File: src/rtl/seg7_scan_ctrl.sv
// -----------------------------------------------------------------------------
// seg7_scan_ctrl
//
// Memory-mapped scan controller for an eight-digit, common-anode
// seven-segment display. The CPU writes into shadow registers. The shadows
// are copied into the active registers at a frame boundary (the tick that
// ends digit slot 7), or at once on a force request, so a frame never shows
// a mix of old and new data. Each digit slot starts with a blanking gap in
// which every anode is off, to suppress ghosting.
//
// Parameters
//   DIV_W   scan divider width; one digit slot lasts 2^DIV_W cycles
//   BLANK   blank cycles at the start of each slot (1 <= BLANK < 2^DIV_W)
//
// Ports
//   clk_i     system clock, rising edge
//   reset_i   asynchronous, active-high reset
//   we_i      write strobe from the IO decoder
//   addr_i    register select: 0 DATA, 1 DPMASK, 2 ENMASK, 3 CTRL/STATUS
//   wdata_i   write data; CTRL bit 0 = force commit
//   rdata_o   combinational readback (shadows, or {pending, 0, idx})
//   an_o      anode enables, active low, registered
//   a2g_o     segments a..g on bits 6..0, active low, registered
//   dp_o      decimal point, active low, registered
// -----------------------------------------------------------------------------
module seg7_scan_ctrl #(
    parameter int DIV_W = 17,
    parameter int BLANK = 1024
) (
    input  logic        clk_i,
    input  logic        reset_i,
    input  logic        we_i,
    input  logic [1:0]  addr_i,
    input  logic [31:0] wdata_i,
    output logic [31:0] rdata_o,
    output logic [7:0]  an_o,
    output logic [6:0]  a2g_o,
    output logic        dp_o
);

    localparam logic [DIV_W-1:0] BLANK_CNT = DIV_W'(BLANK);

    // Scan state
    logic [DIV_W-1:0] cnt_q, cnt_d;
    logic [2:0]       idx_q, idx_d;

    // CPU-visible shadow registers
    logic [31:0] sh_data_q, sh_data_d;
    logic [7:0]  sh_dp_q, sh_dp_d;
    logic [7:0]  sh_en_q, sh_en_d;
    logic        pending_q, pending_d;

    // Active registers that drive the display
    logic [31:0] act_data_q, act_data_d;
    logic [7:0]  act_dp_q, act_dp_d;
    logic [7:0]  act_en_q, act_en_d;

    // Registered display outputs
    logic [7:0] an_q, an_d;
    logic [6:0] a2g_q, a2g_d;
    logic       dp_q, dp_d;

    logic tick;
    logic shadow_wr;
    logic force_commit;
    logic wrap_commit;
    logic commit;
    logic lit;

    // Segment pattern (a..g, active low) for one hex nibble
    function automatic logic [6:0] hex_seg(input logic [3:0] v);
        logic [6:0] s;
        s = 7'h7F;
        case (v)
            4'h0: s = 7'b0000001;
            4'h1: s = 7'b1001111;
            4'h2: s = 7'b0010010;
            4'h3: s = 7'b0000110;
            4'h4: s = 7'b1001100;
            4'h5: s = 7'b0100100;
            4'h6: s = 7'b0100000;
            4'h7: s = 7'b0001111;
            4'h8: s = 7'b0000000;
            4'h9: s = 7'b0000100;
            4'hA: s = 7'b0001000;
            4'hB: s = 7'b1100000;
            4'hC: s = 7'b0110001;
            4'hD: s = 7'b1000010;
            4'hE: s = 7'b0110000;
            4'hF: s = 7'b0111000;
            default: s = 7'h7F;
        endcase
        return s;
    endfunction

    // Split the active data word into one nibble per digit
    logic [3:0] act_nib [8];
    genvar gi;
    generate
        for (gi = 0; gi < 8; gi++) begin : g_nib
            assign act_nib[gi] = act_data_q[4*gi +: 4];
        end
    endgenerate

    assign tick         = &cnt_q;
    assign shadow_wr    = we_i && (addr_i != 2'd3);
    assign force_commit = we_i && (addr_i == 2'd3) && wdata_i[0];
    assign wrap_commit  = tick && (idx_q == 3'd7) && pending_q;
    assign commit       = wrap_commit || force_commit;

    // Digit is lit only past the blanking gap and when enabled
    assign lit = (cnt_q >= BLANK_CNT) && act_en_q[idx_q];

    always_comb begin
        cnt_d      = cnt_q + DIV_W'(1);
        idx_d      = tick ? idx_q + 3'd1 : idx_q;

        sh_data_d  = sh_data_q;
        sh_dp_d    = sh_dp_q;
        sh_en_d    = sh_en_q;
        pending_d  = pending_q;
        act_data_d = act_data_q;
        act_dp_d   = act_dp_q;
        act_en_d   = act_en_q;

        // Commit copies the pre-write shadow values
        if (commit) begin
            act_data_d = sh_data_q;
            act_dp_d   = sh_dp_q;
            act_en_d   = sh_en_q;
            pending_d  = 1'b0;
        end

        // A shadow write overrides the pending clear of a same-cycle commit
        if (shadow_wr) begin
            case (addr_i)
                2'd0:    sh_data_d = wdata_i;
                2'd1:    sh_dp_d   = wdata_i[7:0];
                default: sh_en_d   = wdata_i[7:0];
            endcase
            pending_d = 1'b1;
        end

        if (lit) begin
            an_d  = ~(8'd1 << idx_q);
            a2g_d = hex_seg(act_nib[idx_q]);
            dp_d  = ~act_dp_q[idx_q];
        end else begin
            an_d  = 8'hFF;
            a2g_d = 7'h7F;
            dp_d  = 1'b1;
        end
    end

    always_ff @(posedge clk_i or posedge reset_i) begin
        if (reset_i) begin
            cnt_q      <= '0;
            idx_q      <= 3'd0;
            sh_data_q  <= 32'h0;
            sh_dp_q    <= 8'h00;
            sh_en_q    <= 8'hFF;
            pending_q  <= 1'b0;
            act_data_q <= 32'h0;
            act_dp_q   <= 8'h00;
            act_en_q   <= 8'hFF;
            an_q       <= 8'hFF;
            a2g_q      <= 7'h7F;
            dp_q       <= 1'b1;
        end else begin
            cnt_q      <= cnt_d;
            idx_q      <= idx_d;
            sh_data_q  <= sh_data_d;
            sh_dp_q    <= sh_dp_d;
            sh_en_q    <= sh_en_d;
            pending_q  <= pending_d;
            act_data_q <= act_data_d;
            act_dp_q   <= act_dp_d;
            act_en_q   <= act_en_d;
            an_q       <= an_d;
            a2g_q      <= a2g_d;
            dp_q       <= dp_d;
        end
    end

    always_comb begin
        case (addr_i)
            2'd0:    rdata_o = sh_data_q;
            2'd1:    rdata_o = {24'h0, sh_dp_q};
            2'd2:    rdata_o = {24'h0, sh_en_q};
            default: rdata_o = {pending_q, 28'h0, idx_q};
        endcase
    end

    assign an_o  = an_q;
    assign a2g_o = a2g_q;
    assign dp_o  = dp_q;

endmodule

File: config.mk
export PLATFORM = sky130hd
export DESIGN_NAME = seg7_scan_ctrl
export DESIGN_NICKNAME = d
export VERILOG_FILES = /design/src/rtl/seg7_scan_ctrl.sv
export SDC_FILE = /design/constraint.sdc
export NUM_CORES = 1
export LEC_CHECK = 0
export ABC_CLOCK_PERIOD_IN_PS = 4700
export CAP_MARGIN = 5
export CORE_MARGIN = 2
export CORE_UTILIZATION = 45
export CTS_BUF_LIST = sky130_fd_sc_hd__clkbuf_4 sky130_fd_sc_hd__clkbuf_8
export CTS_CLUSTER_DIAMETER = 100
export DETAILED_ROUTE_END_ITERATION = 8
export PLACE_DENSITY_LB_ADDON = 0.1
export RECOVER_POWER = 100
export SYNTH_ARGS = -nofsm -noshare
export SYNTH_HDL_FRONTEND = slang
export SYNTH_SLANG_ARGS = --single-unit
File: constraint.sdc
create_clock -name clk_i -period 4.7 [get_ports clk_i]
set_input_delay 0.47 -clock clk_i [delete_from_list [all_inputs] [get_ports clk_i]]
set_output_delay 0.47 -clock clk_i [all_outputs]
set_load 0.03 [all_outputs]
==> impl_results.md, run 1 <==
* Synth area leader: dfrtp_1
* Status: finished with violations
* Clock transition at path regs at 0.07 ns
* CP startpoint kind: input pin
* Crit end category: primary output
* # IOs at 85
* First-pass GRT wire length at between 20000 and 25000 µm
* Clock power share at approximately 31%
* Tmin final at between 3 and 4 ns
* # rows at 42
* Syn Area/Cell at approximately 14 µm²
* Die Wd at 120.5 µm
* Worst-Margin Slew at 2.357 ns
* # nets final at 580
* Pre-CTS setup slack at around 1.4 ns
* Area growth from synthesis to layout at 22.78%
* Comb power frac at 20.4%
* Vias in the first global route at between 4000 and 5000
* Skew-Pair Late Insertion Delay at roughly 0.44 ns
* CTS max path bufs at 2
* Post-CTS Setup Inserts at 0
* Crit-path max FO at 25
* Filler cells at 1134
* Number of flops mapped to enable cells by yosys at 0
* Mapped Cells at 440
* Root buf cell: clkbuf_8
* Total GRT Usage at between 10% and 20%
* Cell with the most instances after synthesis: dfrtp_1
* Vias after detailed routing at 3728
* Post-DP HPWL at ~8200 µm
* DRT iter0 DRCs at between 200 and 300
* DRT Pass-1 Iters at 4
* Tcrit/Tclk final at 77.82%
* Post-synthesis cell type count at 43
* Fin worst setup slack at ~1.0 ns
* Antenna Cells at 0
* Pint at 2.298 mW
* Post-CTS Hold Buffers at 0
* CTS buffer count at 17
* Fin. max-slew vios at 55
* Fin. Hold Viols at 0
* Synth warn at 0
* Rel. slew slack at -57.99%
* RSZ-0062 raised after global routing: no
* Reg power frac at about half
* Syn Nets at between 400 and 500
* Ys async rst share at 100.0%
* GP Congestion at roughly 0.75
* CP required at 4.23 ns
* Synthesized area at 0.006103 mm²
* Multi-input combinational cell area at about 0.0026 mm²
* Seq/Total Area, Yosys at between 50% and 60%
* Data arrival time of the worst path at 3.19 ns
* Sw Share at between 20% and 30%
* Worst clock skew at between 0.01 and 0.015 ns
* Share of the synthesized area in the top cell type at ~41%
* Post-DR vias/cell at about 5.2
* Starting Density at between 40% and 50%
* # setup viols final at 0
* Reg area at approximately 0.0034 mm²
* # H-tree levels at 4
* Setup CP Type: input pin to primary output
* Leakage at 3.161 nW
* Grt ovf at 0
* Final TNS setup at 0 ns
* Post-synth top flop: dfrtp_1
* Initial antenna violation count at 0
* Total power at 3.120 mW
* Failing checks: max-capacitance violations, max-slew violations
* Worst Hold Class: flop to flop
* Switching pwr at 822.1 µW
* Wire per inst at approximately 17 µm
* Layout cells sized above 1 at roughly 33%
* Dominant cells by area after synthesis: dfrtp_1 41%, mux2_2 18%, dfstp_2 14%, mux4_1 3.9%, ha_1 3.1%
* Post-route cell area at around 0.0075 mm²
* Aggregate routed wire length at between 10000 and 15000 µm
* Core box area at approximately 0.013 mm²
* IO buf count at 84
* Pin count of the biggest net entering global routing at 80
* # DRC at 0
* Remaining antenna violation count at 0
* Power Dens Cells at around 420 mW/mm²
* Die ar. at 0.01451 mm²
* TritonCTS Sinks at 133
* Fmax at around 0.27 GHz
* Number of synthesized register bits at 133
* VDD IR max at between 0.0002 and 0.00025 V
* CTS tree: yes
* Die height at approximately 120 µm
* Max Cap Viol at 1
* Top cells by count, synth: 101 x dfrtp_1, 98 x mux2_2, 32 x dfstp_2, 32 x nand2_1, 26 x and2_1
* Dpl cell area at 0.007092 mm²
* Post-CTS sizing at 0
==> cell usage in the layout (no fill, tap or decap), types with 3 or more instances in the layout <==
cell type,instances
mux2i_1,7
clkbuf_8,25
dfrtp_1,101
mux4_1,9
clkdlybuf4s50_1,34
dlygate4sd3_1,50
xor2_1,6
o221ai_1,3
xnor2_1,9
dfstp_2,32
and2_0,3
o21ai_0,8
nand3_1,12
mux2_2,98
and3_1,5
ha_1,15
clkbuf_4,5
and2_1,23
mux4_2,4
a21oi_1,5
nand2_1,31
nor3_1,5
nor2_1,8
inv_1,9
==> routing by layer <==
metal / vias up / share of wire, % / track usage [%]
li1: 1743 / - / -
met3: 23 / 3.2 / 4.764
met1: 1900 / 46 / 23.82
met4: 0 / 2.0 / 7.485
met2: 62 / 49 / 29.48
met5: - / 0 / 0
==> worst max-delay path: stages <==
cell and delay [ns]:
dlygate4sd3_1 0.80, nor2_1 0.17, clkbuf_1 0.73, and2_1 0.26, dlygate4sd3_1 0.74
==> kinds of logic (layout without fill, tap and decap cells) <==
kind of cell	Yosys count	in the layout	synth area share (%)
compound gates	25	25	2.809
xor+xnor	15	15	2.153
fa+ha+maj	15	15	3.075
buf+inv	30	131	2.645
flops	133	133	55.19
mux	122	122	25.75
simple gates	100	100	8.385
==> power groups by stage <==
| stage | logic, mW | registers, mW | clock network, mW |
|---|---|---|---|
| floorplan | 0.491 | 1.48 | 0 |
| global placement | 0.631 | 1.54 | 0 |
| detailed placement | 0.647 | 1.55 | 0 |
| CTS | 0.655 | 1.53 | 0.987 |
| global route | 0.690 | 1.56 | 1.04 |
| finish | 0.636 | 1.52 | 0.961 |
==> final cells by class <==
class | count | area share (%)
Sequential cell | 133 | 44.95
Clock buffer | 30 | 5.093
Clock inverter | 2 | 0.4675
Timing Repair Buffer | 88 | 11.65
Inverter | 11 | 0.5677
Tap cell | 176 | 2.939
Multi-Input combinational cell | 277 | 34.33
==> per-stage QoR <==
step                      cells  util (%)  hold WS (ns)
after global placement      685     53.55        0.4537
after CTS                   717     56.70        0.4693
after floorplan             440         -        0.4376
after detailed placement    685     53.55        0.4571
final                       717     56.59        0.4664
after global routing        717     56.59        0.4806
==> worst paths after layout <==
path                            from           to  slack, ns  depth (start not counted)
setup / recovery           addr_i[0]  rdata_o[19]       1.04                          5
hold reg to reg             cnt_q[8]     cnt_q[8]       0.47                          1
setup reg to reg            idx_q[0]     a2g_o[0]       1.22                         10
hold / removal              cnt_q[8]     cnt_q[8]       0.47                          1
min in group asynchronous    reset_i     cnt_q[0]       1.13                          2
max in group asynchronous    reset_i  act_en_q[1]       2.35                          3
==> registers in the layout, indices dropped and copies added (netlist names), 8 cells and up <==
| signal | flops |
|---|---|
| act_data_q | 32 |
| sh_data_q | 32 |
| cnt_q | 17 |
| act_dp_q | 8 |
| act_en_q | 8 |
| an_o | 8 |
| sh_dp_q | 8 |
| sh_en_q | 8 |
No activity file was read; power rests on OpenSTA's default activity.
==> run 2, diff against run 1 <==
--- a/config.mk
+++ b/config.mk
@@ -5,7 +5,7 @@
 export SDC_FILE = /design/constraint.sdc
 export NUM_CORES = 1
 export LEC_CHECK = 0
-export ABC_CLOCK_PERIOD_IN_PS = 4700
+export ABC_CLOCK_PERIOD_IN_PS = 3700
 export CAP_MARGIN = 5
 export CORE_MARGIN = 2
 export CORE_UTILIZATION = 45
==> constraint.sdc (replaced) <==
create_clock -name clk_i -period 3.7 [get_ports clk_i]
set_input_delay 0.37 -clock clk_i [delete_from_list [all_inputs] [get_ports clk_i]]
set_output_delay 0.37 -clock clk_i [all_outputs]
set_load 0.03 [all_outputs]
==> run 2 against run 1 <==
The flow still finishes with violations (max-capacitance violations, max-slew violations). Sequential share of layout area about the same. First-iteration DRC count down 24%. Worst setup slack worse by 0.34 ns. Critical path type is now flop to flop. Die area unchanged. Final cell count up 0.98%. Critical path depth up 4.
==> impl_results.md, run 2 (synthesized netlist as in run 1, its figures left out) <==
* Post-DR vias/cell at 5.269 (+1.3%)
* Vias in the first global route at 3923 (-3.1%)
* Wire per inst at 17.01 µm (+0.91%)
* Status: finished with violations
* Hold EP: cnt_q[4]
* Crit end category: flop
* # rows at 42 (unchanged)
* Crit-path max cell delay at 0.55 ns (-0.25 ns)
* Skew-Pair Late Insertion Delay at 0.44 ns (about the same)
* Worst clock skew at 0.008888 ns (-0.001238 ns)
* Die Wd at 120.5 µm (unchanged)
* First-pass GRT wire length at 20180 µm (-0.91%)
* CTS tree: yes
* WHS Path Cells at 1 (unchanged)
* TritonCTS Sinks at 133 (unchanged)
* Largest regs: act_data_q x32, sh_data_q x32, cnt_q x17
* Filler cells at 1126 (-0.71%)
* Total GRT Usage at 18.27% (-0.11 points)
* Final core occ at 56.54% (about the same)
* Post-DP HPWL at 8588 µm (+4.4%)
* FF-to-FF setup slack at 0.70 ns (-0.52 ns)
* Tmin final at ~3 ns
* DRT Pass-1 Iters at 5 (+1)
* Vias after detailed routing at 3815 (+2.3%)
* Core box area at 0.01324 mm² (unchanged)
* IO buf count at 84 (unchanged)
* Leakage at 3.167 nW (+0.19%)
* Grt ovf at 0 (unchanged)
* CP startpoint kind: flop
* Antenna Cells at 0 (unchanged)
* Commonest non-fill, non-tap cell in the layout: dfrtp_1
* RSZ-0062 raised after global routing: no
* DRT iter0 DRCs at 198 (-24%)
* Rel. slew slack at -5.720% (+52 points)
* # IOs at 85 (unchanged)
* Worst Hold Class: flop to flop
* Starting Density at 46.09% (unchanged)
* # nets final at 587 (+1.2%)
* CTS max path bufs at 2 (unchanged)
* Die height at 120.5 µm (unchanged)
* Fmax at between 0.3 and 0.4 GHz
* Max Cap Viol at 2 (+1)
* Post-CTS Setup Inserts at 0 (unchanged)
* # H-tree levels at 4 (unchanged)
* Remaining antenna violation count at 0 (unchanged)
* Min-delay src: cnt_q[4]
* Die ar. at 0.01451 mm² (unchanged)
* Pin count of the biggest net entering global routing at 59 (-26%)
* Data arrival time of the worst path at 3.32 ns (+0.13 ns)
* RR Endpoint: act_dp_q[5]
* Root buf cell: clkbuf_8
* Initial antenna violation count at 0 (unchanged)
* Post-CTS sizing at 0 (unchanged)
* Cells on worst reg2reg path at 9 (-1)
* CP required at 4.03 ns (-0.20 ns)
* Final TNS setup at 0 ns (unchanged)
* Aggregate routed wire length at 12310 µm (+1.9%)
* Clock transition at path regs at 0.07 ns (about the same)
* VDD IR max at 0.0002802 V (+32%)
* Fin. Hold Viols at 0 (unchanged)
* GP Congestion at 0.7808 (+3.7%)
* CTS buffer count at 17 (unchanged)
* RR Startpoint: cnt_q[5]
* # DRC at 0 (unchanged)
* # setup viols final at 0 (unchanged)
* Fin. max-slew vios at 69 (+25%)
* Crit-path max FO at 26 (+4.0%)
* Setup CP Type: flop to flop
* Most frequent cells in the layout: 101 x dfrtp_1, 98 x mux2_2, 50 x dlygate4sd3_1, 34 x clkdlybuf4s50_1, 32 x dfstp_2
* CP most frequent cell: nand3_1
* Power Dens Cells at 521.3 mW/mm² (+25%)
* Area growth from synthesis to layout at 22.67% (about the same)
* Post-CTS Hold Buffers at 0 (unchanged)
* Worst-Margin Slew at 1.586 ns (-0.7711 ns)
* Tcrit/Tclk final at roughly 81%
* Layout cells sized above 1 at 32.85% (+0.31 points)
* Critical Path, Cell by Cell: and4_1 -> nand3_1 -> nor3_1 -> and3_1 -> ha_1 -> nand3_1 -> nand2_2 -> clkbuf_2 -> mux2_2
* Failing checks: max-capacitance violations, max-slew violations
* Max stage delay cell, worst path: clkbuf_2
## run 2: area by class of cell
| cell class | instances | area (µm²) | area share, % |
|---|---|---|---|
| sequential | 133 | 3368 | 44.99 |
| multi-input combinational | 277 | 2572 | 34.36 |
| timing repair buffer | 95 | 897.1 | 11.98 |
| clock buffer | 28 | 341.6 | 4.562 |
| tap | 176 | 220.2 | 2.941 |
| clock inverter | 4 | 45.04 | 0.6016 |
| inverter | 11 | 42.54 | 0.5682 |
## run 2: critical path, delay by kind of cell (launching register included)
family | cells | cell delay [ns]
and+or+nand+nor | 6 | 1.20
DFF | 1 | 0.41
muxes | 1 | 0.41
adders and majority gates | 1 | 0.30
buffers and inverters | 1 | 0.55
## run 2: per-layer routing
| layer | vias up | global-route usage (%) | share of wire, % | wire length [µm] |
|---|---|---|---|---|
| met5 | - | 0 | 0 | 0 |
| met4 | 0 | 6.759 | 1.3 | 154 |
| met3 | 13 | 4.811 | 3.6 | 439 |
| met2 | 73 | 28.95 | 49 | 6075 |
| met1 | 1967 | 24.26 | 46 | 5642 |
| li1 | 1762 | - | - | - |
## run 2: per-stage QoR
step	setup WS, ns	power (mW)	instance area, µm²	cells	hold WS (ns)
after global placement	0.8846	2.762	7146	692	0.4548
final	0.7017	3.903	7487	724	0.4698
after CTS	0.8165	3.972	7532	724	0.4393
after global routing	0.3563	4.110	7487	724	0.4967
after floorplan	1.205	2.510	6107	440	0.4376
after detailed placement	0.8390	2.794	7146	692	0.4550
## run 2: how the worst max path moves through the flow
stage	start	depth (start not counted)	to	slack [ns]
detailed placement	addr_i[1]	5	rdata_o[7]	0.84
CTS	addr_i[1]	5	rdata_o[7]	0.82
finish	cnt_q[5]	9	act_dp_q[5]	0.70
global placement	addr_i[0]	4	rdata_o[1]	0.88
floorplan	cnt_q[5]	10	act_data_q[0]	1.21
global route	reset_i	3	sh_data_q[22]	0.36
## run 2: report_power, final
group	internal (mW)	switching (mW)
Sequential	1.77	0.169
Clock	0.652	0.504
Combinational	0.438	0.371
Total	2.86	1.04
